### src/rtl/elevator_pkg.sv
// elevator_pkg: shared floor constants and direction type for the elevator front end
package elevator_pkg;
  localparam int NUM_FLOORS = 3;
  localparam int FLOOR_W = 2;
  typedef enum logic [1:0] {DIR_IDLE, DIR_UP, DIR_DOWN} dir_t;
  localparam logic [FLOOR_W-1:0] FLOOR_0 = 2'd0;
  localparam logic [FLOOR_W-1:0] FLOOR_1 = 2'd1;
  localparam logic [FLOOR_W-1:0] FLOOR_2 = 2'd2;
endpackage

### src/rtl/button_debouncer.sv
// button_debouncer: 2-flop synchroniser, stability counter and rising-edge detect for one button
module button_debouncer #(
  parameter int DEBOUNCE_CYCLES = 1_000_000,
  parameter int CNT_W = 20
) (
  input  logic clk,
  input  logic rst_n,
  input  logic raw_in,
  output logic stable_out,
  output logic rise_pulse
);
  logic sync1, sync2, prev;
  logic [CNT_W-1:0] cnt;
  always_ff @(posedge clk or negedge rst_n)
    if (!rst_n) begin
      sync1 <= 1'b0;
      sync2 <= 1'b0;
      stable_out <= 1'b0;
      prev <= 1'b0;
      cnt <= '0;
    end else begin
      sync1 <= raw_in;
      sync2 <= sync1;
      prev <= stable_out;
      if (sync2 == stable_out) cnt <= '0;
      else if (cnt == CNT_W'(DEBOUNCE_CYCLES - 1)) begin
        stable_out <= sync2;
        cnt <= '0;
      end else cnt <= cnt + 1'b1;
    end
  assign rise_pulse = stable_out & ~prev;
endmodule

### src/rtl/elevator_request_manager.sv
// elevator_request_manager: debounces call/select buttons, latches pending requests until serviced
module elevator_request_manager
  import elevator_pkg::*;
#(
  parameter int DEBOUNCE_CYCLES = 1_000_000,
  parameter int CNT_W = 20
) (
  input  logic                  clk,
  input  logic                  rst_n,
  input  logic                  call_up_0,
  input  logic                  call_up_1,
  input  logic                  call_down_1,
  input  logic                  call_down_2,
  input  logic                  select_floor_0,
  input  logic                  select_floor_1,
  input  logic                  select_floor_2,
  input  logic [FLOOR_W-1:0]    current_floor,
  input  logic                  door_open,
  input  logic                  moving_up,
  input  logic                  moving_down,
  output logic [1:0]            pending_up,
  output logic [1:0]            pending_down,
  output logic [NUM_FLOORS-1:0] pending_car,
  output logic [NUM_FLOORS-1:0] floor_req,
  output logic                  req_above,
  output logic                  req_below,
  output logic                  any_req
);
  logic [6:0] raw, stable, rise, set_req;
  logic [NUM_FLOORS-1:0] at;
  logic [1:0] clr_up, clr_down;
  logic svc;
  dir_t last_dir;
  assign raw = {select_floor_2, select_floor_1, select_floor_0, call_down_2, call_down_1, call_up_1, call_up_0};
  for (genvar i = 0; i < 7; i++) begin : g_db
    button_debouncer #(.DEBOUNCE_CYCLES(DEBOUNCE_CYCLES), .CNT_W(CNT_W)) u_db (
      .clk(clk),
      .rst_n(rst_n),
      .raw_in(raw[i]),
      .stable_out(stable[i]),
      .rise_pulse(rise[i])
    );
  end
  assign set_req = rise & stable;
  always_ff @(posedge clk or negedge rst_n)
    if (!rst_n) last_dir <= DIR_IDLE;
    else if (moving_up && !moving_down) last_dir <= DIR_UP;
    else if (moving_down && !moving_up) last_dir <= DIR_DOWN;
  assign svc = door_open && current_floor <= FLOOR_2;
  assign at = {svc && current_floor == FLOOR_2, svc && current_floor == FLOOR_1, svc && current_floor == FLOOR_0};
  // Floor 1 hall calls stay latched if the car is still heading toward a waiting request beyond it
  assign clr_up = {at[1] && !(last_dir == DIR_DOWN && floor_req[0]), at[0]};
  assign clr_down = {at[2], at[1] && !(last_dir == DIR_UP && floor_req[2])};
  always_ff @(posedge clk or negedge rst_n)
    if (!rst_n) begin
      pending_up <= '0;
      pending_down <= '0;
      pending_car <= '0;
    end else begin
      pending_up <= (pending_up | set_req[1:0]) & ~clr_up;
      pending_down <= (pending_down | set_req[3:2]) & ~clr_down;
      pending_car <= (pending_car | set_req[6:4]) & ~at;
    end
  assign floor_req = {pending_down[1] | pending_car[2],
                      pending_up[1] | pending_down[0] | pending_car[1],
                      pending_up[0] | pending_car[0]};
  assign any_req = |floor_req;
  always_comb begin
    req_above = (current_floor == FLOOR_0) ? |floor_req[2:1] :
                (current_floor == FLOOR_1) ? floor_req[2] : 1'b0;
    req_below = (current_floor == FLOOR_1) ? floor_req[0] :
                (current_floor == FLOOR_2) ? |floor_req[1:0] : 1'b0;
  end
endmodule

### config.mk
export PLATFORM = sky130hd
export DESIGN_NAME = elevator_request_manager
export DESIGN_NICKNAME = d
export VERILOG_FILES = /design/src/rtl/elevator_pkg.sv /design/src/rtl/button_debouncer.sv /design/src/rtl/elevator_request_manager.sv
export SDC_FILE = /design/constraint.sdc
export NUM_CORES = 1
export LEC_CHECK = 0
export CORE_ASPECT_RATIO = 1.5
export CORE_UTILIZATION = 58
export DETAILED_ROUTE_END_ITERATION = 8
export PLACE_DENSITY = 0.81
export SKIP_CTS_REPAIR_TIMING = 1
export SLEW_MARGIN = 20
export SYNTH_ARGS = -nofsm -noshare
export SYNTH_HDL_FRONTEND = slang
export SYNTH_SLANG_ARGS = --single-unit
### constraint.sdc
create_clock -name clk -period 6.43 [get_ports clk]
set_input_delay 0.643 -clock clk [delete_from_list [all_inputs] [get_ports clk]]
set_output_delay 0.643 -clock clk [all_outputs]
set_load 0.02 [all_outputs]
==> results.sh <==
export IMPL_yosys_warnings=0
export IMPL_die_area_um2=14800
export IMPL_setup_tns_ns=0
export IMPL_rows=53
export IMPL_path_cells="nor3_1 -> inv_1 -> o21ai_0 -> o21ai_0 -> clkdlybuf4s50_1"
export IMPL_globalRouteTotalUtil=0.230
export IMPL_ys_seq_area_frac=0.534
export IMPL_synthCells=829
export IMPL_synth_area_leaders="dfrtp_1 53%, xnor2_1 6.1%, nor2_1 6.0%, xor2_1 4.2%, nand3_1 2.8%"
export IMPL_worstSetupPathType="reg2out"
export IMPL_r2r_start="g_db[5].u_db.cnt[7]"
export IMPL_areaGrowthSynthToFinish_pct=13.2
export IMPL_hold_viol=0
export IMPL_drcViolationCount=0
export IMPL_grt_setup_unrepaired="false"
export IMPL_antenna_found_initial=0
export IMPL_grt_pass1_vias=6084
export IMPL_p_leak_nw=3.82
export IMPL_synth_most_common_cell="dfrtp_1"
export IMPL_grt_overflow_total=0
export IMPL_vias_per_cell=5.71
export IMPL_fillers=1075
export IMPL_cts_buffers_inserted=17
export IMPL_gp_congestion=0.857
export IMPL_drive_gt1_frac=0.0660
export IMPL_synth_ff_type="dfrtp_1"
export IMPL_htree_levels=4
export IMPL_die_w_um=99.7
export IMPL_cap_violations=0
export IMPL_slew_viol_final=0
export IMPL_synthMuxAreaShare=0.0169
export IMPL_slowest_stage="clkdlybuf4s50_1"
export IMPL_io_buffers=26
export IMPL_clock_skew_ns=0.00884
export IMPL_crit_start="pending_down[0]"
export IMPL_num_io_pins=27
export IMPL_cts_tree="done"
export IMPL_wl_per_cell_um=14.5
export IMPL_use_met1=0.282
export IMPL_n_antenna_cell=0
export IMPL_peakVddDrop_v=0.000165
export IMPL_syn_nets=851
export IMPL_final_cell_area_um2=9400
export IMPL_post_dp_cell_area_um2=8790
export IMPL_ys_types=47
export IMPL_timing_final_crit_share=0.449
export IMPL_yosysTopAreaCell="dfrtp_1"
export IMPL_arrival_ns=2.24
export IMPL_cp_start_kind="flop"
export IMPL_ys_seq_elements=177
export IMPL_synthAdderAreaFrac=0.0121
export IMPL_synthSimpleGateAreaFrac=0.255
export IMPL_status="finished clean"
export IMPL_route_vias_total=6114
export IMPL_drt_pass1_iter_count=5
export IMPL_grt_pass1_wl_mm=27.0
export IMPL_fp_coreArea_um2=14000
export IMPL_clk_pin_slew_ns=0.06
export IMPL_cp_max_fo=3
export IMPL_use_met3=0.0573
export IMPL_grt_max_degree=115
export IMPL_hpwl_mm=10.6
export IMPL_synth_edff_count=0
export IMPL_syn_area_um2=8300
export IMPL_required_ns=5.79
export IMPL_clock_sinks=177
export IMPL_drt_total_wl_mm=15.6
export IMPL_synth_top_family_by_area="simple AND/OR/NAND/NOR gates"
export IMPL_fin_crit_ns=2.89
export IMPL_p_per_area_nw_per_um2=241
export IMPL_nNetsFinal=888
export IMPL_cts_root_buf="clkbuf_16"
export IMPL_synth_avg_cell_area_um2=10.0
export IMPL_setup_viol=0
export IMPL_use_met2=0.389
export IMPL_worstMarginPinSlew_ns=0.883
export IMPL_drt_iter0_markers=302
export IMPL_critPathCaptureType="primary output"
export IMPL_cts_buffer_depth=2
export IMPL_fp_dieH_um=149
export IMPL_crit_top_cell="o21ai_0"
export IMPL_busiest_layer="met2"
export IMPL_synthXorXnorAreaFrac=0.103
export IMPL_initial_core_util=0.593
export IMPL_max_slew_margin=0.412
export IMPL_synth_top_area_frac=0.534
export IMPL_worstHoldPathType="in2async"
export IMPL_ys_top_cells_by_count="177 x dfrtp_1, 133 x nor2_1, 58 x xnor2_1"
export IMPL_postRouteAntennaNets=0
export IMPL_synth_compound_area_frac=0.0556
export IMPL_max_stage_delay_ns=0.54
export IMPL_clk_latency_ns=0.43
export IMPL_postSynth_asyncResetShare=1.00
export IMPL_clock_fmax_mhz=346
[final cells by class]
class                      count  area [um2]  area share
sequential                   177        4430       0.471
clock inverter                 9         131      0.0140
tap                          192         240      0.0256
inverter                      32         120      0.0128
multi-input combinational    605        3690       0.393
clock buffer                  23         468      0.0498
timing repair buffer          33         317      0.0337
[state kept, by name, summed over array words and instances, names as in the netlist]
name,flops
g_db.u_db.cnt,140
g_db.u_db.prev,7
g_db.u_db.stable_out,7
g_db.u_db.sync1,7
g_db.u_db.sync2,7
pending_car,3
last_dir,2
pending_down,2
pending_up,2
[path summary, 6_finish.rpt]
| kind | slack (ns) | end | cells past startpoint |
|---|---|---|---|
| worst min-delay path | 0.34 | g_db[6].u_db.cnt[13] | 1 |
| max in group asynchronous | 4.73 | g_db[0].u_db.cnt[1] | 2 |
| worst max register to register | 3.95 | g_db[5].u_db.cnt[14] | 5 |
| worst max-delay path | 3.54 | req_below | 5 |
| worst min register to register | 0.35 | g_db[5].u_db.sync2 | 0 |
| min in group clk | 0.35 | g_db[5].u_db.sync2 | 0 |
[logic make-up (layout without fill, tap and decap cells)]
kind of cell / count (synthesis) / count (layout)
flip-flops: 177 / 177
buffers and inverters: 47 / 97
AO/OA/AOI/OAI: 81 / 81
AND/OR/NAND/NOR: 405 / 405
adder cells (fa/ha/maj): 8 / 8
XOR/XNOR: 98 / 98
multiplexers: 13 / 13
[critical path: cells and delay by family (launching register included)]
family / cells / cell delay (ns)
buffers and inverters: 2 / 0.66
AND/OR/NAND/NOR: 1 / 0.47
flip-flops: 1 / 0.41
AO/OA/AOI/OAI: 2 / 0.29
[metrics by stage]
| stage | worst slack (ns) | total power [mW] | cells | hold slack, ns | util |
|---|---|---|---|---|---|
| 2_1_floorplan | 4.35 | 1.20 | 829 | 0.331 | - |
| 3_3_place_gp | 3.71 | 1.24 | 1039 | 0.332 | 0.628 |
| 3_5_place_dp | 3.70 | 1.24 | 1039 | 0.336 | 0.628 |
| 4_1_cts | 3.56 | 2.29 | 1071 | 0.350 | 0.671 |
| 5_1_grt | 3.40 | 2.34 | 1071 | 0.355 | 0.671 |
| 6_report | 3.54 | 2.26 | 1071 | 0.340 | 0.671 |
[layer usage]
metal / vias up / part of all wire
met5: - / 0
met4: 0 / 0.018
met3: 25 / 0.040
met2: 91 / 0.51
met1: 2997 / 0.43
li1: 3001 / -
[layout by cell type, fill, tap and decap left out, types with 7 or more instances in the layout]
cell,synthesis,final
o21ai_0,26,25
and3_1,14,14
mux2_2,8,8
clkdlybuf4s50_1,0,25
and4_1,9,9
a21oi_1,36,36
nor2_1,133,133
xnor2_1,58,58
nor4_1,25,25
ha_1,8,8
or3_1,18,18
dfrtp_1,177,177
buf_4,0,7
nor3_1,27,27
xor2_1,40,40
inv_1,32,32
clkbuf_16,0,17
nand2_1,46,46
nand3_1,47,47
or4_1,15,15
nand4_1,36,36
[where the power goes]
group | switching, mW | leakage (nW) | internal [mW]
clock | 0.408 | 0.283 | 0.631
combinational | 0.0507 | 1.12 | 0.0253
sequential | 0.0146 | 2.42 | 1.13
(Power assumes the default switching activity.)
